`src/rtl/lsu_port_if.sv`:
```
// Core request/response and data-memory signals of the load/store port.
// The slave modport is the LSU; the master modport is the core plus memory side.
interface lsu_port_if;
    logic        req_valid;
    logic        req_ready;
    logic        req_is_store;
    logic [2:0]  req_funct3;
    logic [31:0] req_addr;
    logic [31:0] req_wdata;
    logic        resp_valid;
    logic [31:0] resp_rdata;
    logic        resp_err;
    logic [31:0] daddr;
    logic [31:0] dwdata;
    logic [3:0]  we;
    logic [31:0] drdata;

    modport slave (
        input  req_valid, req_is_store, req_funct3, req_addr, req_wdata, drdata,
        output req_ready, resp_valid, resp_rdata, resp_err, daddr, dwdata, we
    );

    modport master (
        output req_valid, req_is_store, req_funct3, req_addr, req_wdata, drdata,
        input  req_ready, resp_valid, resp_rdata, resp_err, daddr, dwdata, we
    );
endinterface

```
`src/rtl/lsu_port.sv`:
```
// Byte/half/word load-store port onto a single-cycle word memory.
// Word-crossing accesses take a second memory cycle, or are rejected if disabled.
module lsu_port #(
    parameter bit ALLOW_MISALIGNED = 1'b1
) (
    input logic      clk,
    input logic      rst_n,
    lsu_port_if.slave bus
);
    typedef enum logic [1:0] {IDLE, ACC0, ACC1, RESP} state_t;

    state_t      state_q, state_d;
    logic        st_q, st_d;
    logic [2:0]  f3_q, f3_d;
    logic [31:0] addr_q, addr_d;
    logic [31:0] wdata_q, wdata_d;
    logic [31:0] w0_q, w0_d;
    logic [31:0] w1_q, w1_d;
    logic        err_q, err_d;

    function automatic logic [2:0] size_of(input logic [2:0] f3);
        unique case (f3[1:0])
            2'b00:   return 3'd1;
            2'b01:   return 3'd2;
            default: return 3'd4;
        endcase
    endfunction

    function automatic logic is_legal(input logic st, input logic [2:0] f3);
        if (st) return (f3 == 3'b000) || (f3 == 3'b001) || (f3 == 3'b010);
        return (f3 == 3'b000) || (f3 == 3'b001) || (f3 == 3'b010) ||
               (f3 == 3'b100) || (f3 == 3'b101);
    endfunction

    function automatic logic is_cross(input logic [1:0] off, input logic [2:0] f3);
        return ({1'b0, off} + size_of(f3)) > 3'd4;
    endfunction

    logic [1:0]  off;
    logic [31:0] base;
    logic [3:0]  smask;
    logic [7:0]  wmask;
    logic [63:0] pair;
    logic [31:0] ldata;

    assign off  = addr_q[1:0];
    assign base = {addr_q[31:2], 2'b00};
    assign wmask = {4'b0000, smask} << off;
    assign pair = {w1_q, w0_q} >> {off, 3'b000};

    always_comb begin
        smask = 4'b1111;
        unique case (f3_q[1:0])
            2'b00:   smask = 4'b0001;
            2'b01:   smask = 4'b0011;
            default: smask = 4'b1111;
        endcase
    end

    always_comb begin
        ldata = pair[31:0];
        unique case (f3_q)
            3'b000:  ldata = {{24{pair[7]}}, pair[7:0]};
            3'b001:  ldata = {{16{pair[15]}}, pair[15:0]};
            3'b100:  ldata = {24'd0, pair[7:0]};
            3'b101:  ldata = {16'd0, pair[15:0]};
            default: ldata = pair[31:0];
        endcase
    end

    always_comb begin
        state_d = state_q;
        st_d    = st_q;
        f3_d    = f3_q;
        addr_d  = addr_q;
        wdata_d = wdata_q;
        w0_d    = w0_q;
        w1_d    = w1_q;
        err_d   = err_q;
        bus.req_ready  = 1'b0;
        bus.resp_valid = 1'b0;
        bus.resp_rdata = 32'd0;
        bus.resp_err   = 1'b0;
        bus.daddr      = 32'd0;
        bus.dwdata     = 32'd0;
        bus.we         = 4'd0;
        unique case (state_q)
            IDLE: begin
                bus.req_ready = 1'b1;
                if (bus.req_valid) begin
                    st_d    = bus.req_is_store;
                    f3_d    = bus.req_funct3;
                    addr_d  = bus.req_addr;
                    wdata_d = bus.req_wdata;
                    w0_d    = 32'd0;
                    w1_d    = 32'd0;
                    if (!is_legal(bus.req_is_store, bus.req_funct3) ||
                        (!ALLOW_MISALIGNED &&
                         is_cross(bus.req_addr[1:0], bus.req_funct3))) begin
                        err_d   = 1'b1;
                        state_d = RESP;
                    end else begin
                        err_d   = 1'b0;
                        state_d = ACC0;
                    end
                end
            end
            ACC0: begin
                bus.daddr = base;
                if (st_q) begin
                    bus.dwdata = wdata_q << {off, 3'b000};
                    bus.we     = wmask[3:0];
                end else begin
                    w0_d = bus.drdata;
                end
                state_d = is_cross(off, f3_q) ? ACC1 : RESP;
            end
            ACC1: begin
                // Next word wraps modulo 2^32 at the top of memory
                bus.daddr = base + 32'd4;
                if (st_q) begin
                    bus.dwdata = wdata_q >> {(3'd4 - {1'b0, off}), 3'b000};
                    bus.we     = wmask[7:4];
                end else begin
                    w1_d = bus.drdata;
                end
                state_d = RESP;
            end
            RESP: begin
                bus.resp_valid = 1'b1;
                bus.resp_err   = err_q;
                bus.resp_rdata = (err_q || st_q) ? 32'd0 : ldata;
                state_d        = IDLE;
            end
            default: state_d = IDLE;
        endcase
    end

    always_ff @(posedge clk or negedge rst_n) begin
        if (!rst_n) begin
            state_q <= IDLE;
            st_q    <= 1'b0;
            f3_q    <= 3'd0;
            addr_q  <= 32'd0;
            wdata_q <= 32'd0;
            w0_q    <= 32'd0;
            w1_q    <= 32'd0;
            err_q   <= 1'b0;
        end else begin
            state_q <= state_d;
            st_q    <= st_d;
            f3_q    <= f3_d;
            addr_q  <= addr_d;
            wdata_q <= wdata_d;
            w0_q    <= w0_d;
            w1_q    <= w1_d;
            err_q   <= err_d;
        end
    end
endmodule

```
`src/flat_wrapper.sv`:
```
// flat-port wrapper written by rule: the top's interface ports become plain ports
module lsu_port_flat 
#(
    parameter bit ALLOW_MISALIGNED = 1'b1
)
  (clk, rst_n, bus_req_valid, bus_req_is_store, bus_req_funct3, bus_req_addr, bus_req_wdata, bus_drdata, bus_req_ready, bus_resp_valid, bus_resp_rdata, bus_resp_err, bus_daddr, bus_dwdata, bus_we);
  lsu_port_if bus_i ();
  input logic clk;
  input logic rst_n;
  input wire logic [$bits(bus_i.req_valid)-1:0] bus_req_valid;
  input wire logic [$bits(bus_i.req_is_store)-1:0] bus_req_is_store;
  input wire logic [$bits(bus_i.req_funct3)-1:0] bus_req_funct3;
  input wire logic [$bits(bus_i.req_addr)-1:0] bus_req_addr;
  input wire logic [$bits(bus_i.req_wdata)-1:0] bus_req_wdata;
  input wire logic [$bits(bus_i.drdata)-1:0] bus_drdata;
  output wire logic [$bits(bus_i.req_ready)-1:0] bus_req_ready;
  output wire logic [$bits(bus_i.resp_valid)-1:0] bus_resp_valid;
  output wire logic [$bits(bus_i.resp_rdata)-1:0] bus_resp_rdata;
  output wire logic [$bits(bus_i.resp_err)-1:0] bus_resp_err;
  output wire logic [$bits(bus_i.daddr)-1:0] bus_daddr;
  output wire logic [$bits(bus_i.dwdata)-1:0] bus_dwdata;
  output wire logic [$bits(bus_i.we)-1:0] bus_we;
  assign bus_i.req_valid = bus_req_valid;
  assign bus_i.req_is_store = bus_req_is_store;
  assign bus_i.req_funct3 = bus_req_funct3;
  assign bus_i.req_addr = bus_req_addr;
  assign bus_i.req_wdata = bus_req_wdata;
  assign bus_i.drdata = bus_drdata;
  assign bus_req_ready = bus_i.req_ready;
  assign bus_resp_valid = bus_i.resp_valid;
  assign bus_resp_rdata = bus_i.resp_rdata;
  assign bus_resp_err = bus_i.resp_err;
  assign bus_daddr = bus_i.daddr;
  assign bus_dwdata = bus_i.dwdata;
  assign bus_we = bus_i.we;
  lsu_port #(.ALLOW_MISALIGNED(ALLOW_MISALIGNED)) u_core (.clk(clk), .rst_n(rst_n), .bus(bus_i));
endmodule
```
`config.mk`:
```
export PLATFORM = sky130hd
export DESIGN_NAME = lsu_port_flat
export DESIGN_NICKNAME = d
export VERILOG_FILES = /design/src/rtl/lsu_port_if.sv /design/src/rtl/lsu_port.sv /design/src/flat_wrapper.sv
export SDC_FILE = /design/constraint.sdc
export NUM_CORES = 1
export LEC_CHECK = 0
export CAP_MARGIN = 10
export CELL_PAD_IN_SITES_DETAIL_PLACEMENT = 1
export CELL_PAD_IN_SITES_GLOBAL_PLACEMENT = 2
export CORE_MARGIN = 3
export CORE_UTILIZATION = 27
export CTS_CLUSTER_SIZE = 28
export DETAILED_ROUTE_END_ITERATION = 6
export PLACE_DENSITY = 0.86
export SYNTH_ARGS = -nofsm -noshare
export SYNTH_HDL_FRONTEND = slang
export SYNTH_SLANG_ARGS = --single-unit
```
`constraint.sdc`:
```
create_clock -name clk -period 3.55 [get_ports clk]
set_clock_uncertainty 0.2 [all_clocks]
set_input_delay 0.71 -clock clk [delete_from_list [all_inputs] [get_ports clk]]
set_output_delay 0.71 -clock clk [all_outputs]
set_load 0.01 [all_outputs]
```
==> out/qor.yml <==
synth:
  synth_cell_types: 50
  synth_compound_gate_area_share: 0.169
  ys_ff_latch: 127
  ys_warn_count: 0
  synth_xor_area_frac: 0.00738
  synth_edf_count: 0
  synth_top_family_by_area: "multiplexers"
  netlist_area_um2: 8310
  synth_cells: 971
  synthMuxAreaShare: 0.199
  async_reset_ff_frac: 1.00
  synthAdderAreaFrac: 0.0145
  yosys.area_share.simple: 0.185
  synth-seq-area-share: 0.383
  synth_ff_type: "dfrtp_1"
  syn_area_per_cell_um2: 8.55
clock_tree:
  cts.path.max_buffers: 2
  cts-root-buf: "clkbuf_16"
  cts.clk_slew.worst_paths_ps: 70
  cts_buffers: 17
  cts_num_sinks: 127
  cts_tree: "yes"
  insertion_delay_ps: 430
  htree_levels: 4
pwr:
  sw_frac_of_total: 0.455
  leakage_nw: 5.54
  p_int_mw: 6.15
  ir_drop_mv: 0.449
  switchingPower_mw: 5.13
  powerDensity_nw_per_um2: 918
  clkPwrFrac: 0.154
  seq_power_share: 0.235
  combPwrFrac: 0.611
timing:
  slew_viol_final: 0
  period_needed_ps: 3490
  setup_viol: 0
  hold_violations: 0
  setup_tns_ps: 0
  hold_slack_ps: 274
  slew_headroom: 0.577
  rsz0062_at_grt: "yes"
  post-route-period-util: 0.984
  worst_pin_slew_ps: 626
  max_freq_mhz: 286
die:
  die-area_um2: 32900
  start_util: 0.277
  io_pins: 206
  fp.dieH_um: 181
  row_count: 63
  die_x_um: 181
  core_area_um2: 30000
status:
  status: "finished clean"
worst_setup_path:
  cp_cell_sequence: "buf_4 > nand4_1 > buf_4 > o41ai_1 > a21oi_2 > clkdlybuf4s50_1"
  critPathArrivalTime_ps: 2580
  cpMaxStageDelayCell: "o41ai_1"
  start_kind: "flop"
  cp_slowest_stage_delay_ps: 580
  crit_path_frequent_cell: "buf_4"
  required_ps: 2640
  crit_path_end_kind: "primary output"
  path_max_fanout: 8
  critPathKind: "flop to primary output"
placed_design:
  port_buffers: 203
  routabilityCongestion: 0.838
  dpl.hpwl_um: 22300
hold_path:
  hp-class: "flop to flop"
grt:
  grt_max_degree: 65
  grt_pass1_vias: 8850
  grt_usage: 0.191
  gr-total-overflow: 0
  grt_pass1_wl_um: 50200
  antenna_found_initial: 4
routing:
  vias: 8243
  drt-pass1-iter-count: 4
  wirelength_um: 32100
  drt_iter0_markers: 457
  post_drt_wl_per_cell_um: 20.0
  post-route-drc-count: 0
  viasPerCell: 5.12
  detail-route-antenna-nets: 0
final_layout:
  areaGrowthSynthToFinish_pct: 47.9
  drive_gt1_frac: 0.228
  nets: 1319
job:
  maxCapViolations: 0
[synth_stat cells (all sizes together) (5+ instances only)]
| cell type | instances | area (µm²) |
|---|---|---|
| a211oi | 16 | 120 |
| a21oi | 41 | 205 |
| a22oi | 25 | 188 |
| a311oi | 7 | 61.3 |
| a31oi | 10 | 62.6 |
| a32oi | 8 | 70.1 |
| buf | 22 | 93.8 |
| clkbuf | 55 | 206 |
| dfrtp | 127 | 3180 |
| ha | 8 | 100 |
| inv | 14 | 52.6 |
| mux2 | 87 | 980 |
| mux2i | 58 | 581 |
| nand2 | 204 | 766 |
| nand3 | 24 | 133 |
| nand4 | 11 | 68.8 |
| nor2 | 63 | 236 |
| nor2b | 18 | 113 |
| nor3 | 9 | 45.0 |
| o21ai | 103 | 515 |
| o22ai | 8 | 50.1 |
| or4 | 5 | 41.3 |
| xnor2 | 5 | 43.8 |
[power by group through the flow]
stage,Sequential (mW),Clock [mW],Combinational [mW]
after floorplan,2.46,0,3.86
after global routing,2.73,1.85,7.56
after CTS,2.62,1.79,6.70
final,2.65,1.74,6.89
after global placement,2.59,0,6.10
after detailed placement,2.63,0,6.26
[state kept, by name, indices dropped and copies added, names as in the netlist]
register        flops
u_core.state_q      2
u_core.wdata_q     32
u_core.f3_q         3
u_core.err_q        1
u_core.w0_q        32
u_core.addr_q      32
u_core.w1_q        24
u_core.st_q         1
[worst paths after layout]
path / startpoint / end / slack [ps] / depth (start not counted)
hold reg to reg: u_core.w0_q[5] / u_core.w0_q[5] / 270 / 2
hold / removal: u_core.w0_q[5] / u_core.w0_q[5] / 270 / 2
max in group asynchronous: rst_n / u_core.w0_q[11] / 1750 / 3
min in group asynchronous: rst_n / u_core.w1_q[20] / 550 / 2
setup / recovery: u_core.addr_q[14] / bus_daddr[16] / 60 / 6
setup reg to reg: u_core.f3_q[1] / u_core.state_q[0] / 1130 / 10
[cell type report]
| class | instances | area [µm²] |
|---|---|---|
| Fill cell | 3450 | 17700 |
| Antenna cell | 1 | 2.50 |
| Clock buffer | 17 | 425 |
| Timing Repair Buffer | 293 | 2920 |
| Multi-Input combinational cell | 754 | 5060 |
| Sequential cell | 127 | 3190 |
| Inverter | 14 | 52.6 |
| Clock inverter | 15 | 148 |
| Tap cell | 390 | 488 |
[layout by cell type, fill, tap and decap left out, types with 8 or more instances in the layout]
| master | synthesis | layout |
|---|---|---|
| nor2_1 | 63 | 61 |
| dfrtp_1 | 127 | 123 |
| a22oi_1 | 25 | 25 |
| buf_4 | 2 | 72 |
| mux2_2 | 87 | 87 |
| a31oi_1 | 10 | 10 |
| mux2i_1 | 58 | 50 |
| a21oi_1 | 41 | 33 |
| nand3_1 | 23 | 20 |
| a211oi_1 | 16 | 15 |
| dlymetal6s2s_1 | 0 | 26 |
| dlygate4sd2_1 | 0 | 38 |
| o21ai_0 | 103 | 101 |
| nor2b_1 | 18 | 18 |
| clkdlybuf4s50_1 | 0 | 134 |
| a21oi_2 | 0 | 8 |
| inv_1 | 14 | 11 |
| clkbuf_16 | 0 | 18 |
| nand2_1 | 204 | 201 |
| nand4_1 | 11 | 11 |
[worst max-delay path: cells and delay by family, from the launching register on]
family,cells,cell delay (ps)
buffers and inverters,3,870
flip-flops,1,360
AND/OR/NAND/NOR,1,180
AO/OA/AOI/OAI,2,740
[kinds of logic after synthesis]
family          count (synthesis)
other cells                     1
flops                         127
xor+xnor                        7
fa+ha+maj                       9
buf+inv                        91
mux                           149
simple gates                  353
compound gates                234
[metal layers]
metal / vias up / GRT usage / routed length, µm
met1: 4102 / 0.250 / 14600
met5: - / 0 / 34
met4: 6 / 0.0494 / 509
met3: 36 / 0.0377 / 1210
li1: 3937 / - / -
met2: 162 / 0.326 / 15800
[metrics by stage]
step	power (mW)	instances	setup WS [ps]	cell area [µm²]	utilization
global route	12.1	1611	-62.0	12300	0.410
CTS	11.1	1602	2.78	12000	0.401
floorplan	6.32	972	17.3	8320	-
detailed placement	8.89	1556	17.9	11200	0.372
finish	11.3	1611	55.3	12300	0.410
global placement	8.69	1556	10.7	11200	0.372
[what timing repair did]
| item | in CTS | in global routing |
|---|---|---|
| setup endpoints to repair | 76 | 57 |
| hold buffers | 1 | 0 |
| pin swaps | 9 | 12 |
| resized for setup | 93 | 57 |
| cloned | 2 | 1 |
| setup buffers | 11 | 7 |
| endpoints found under the hold margin | 34 | 0 |
(Power assumes the default switching activity.)
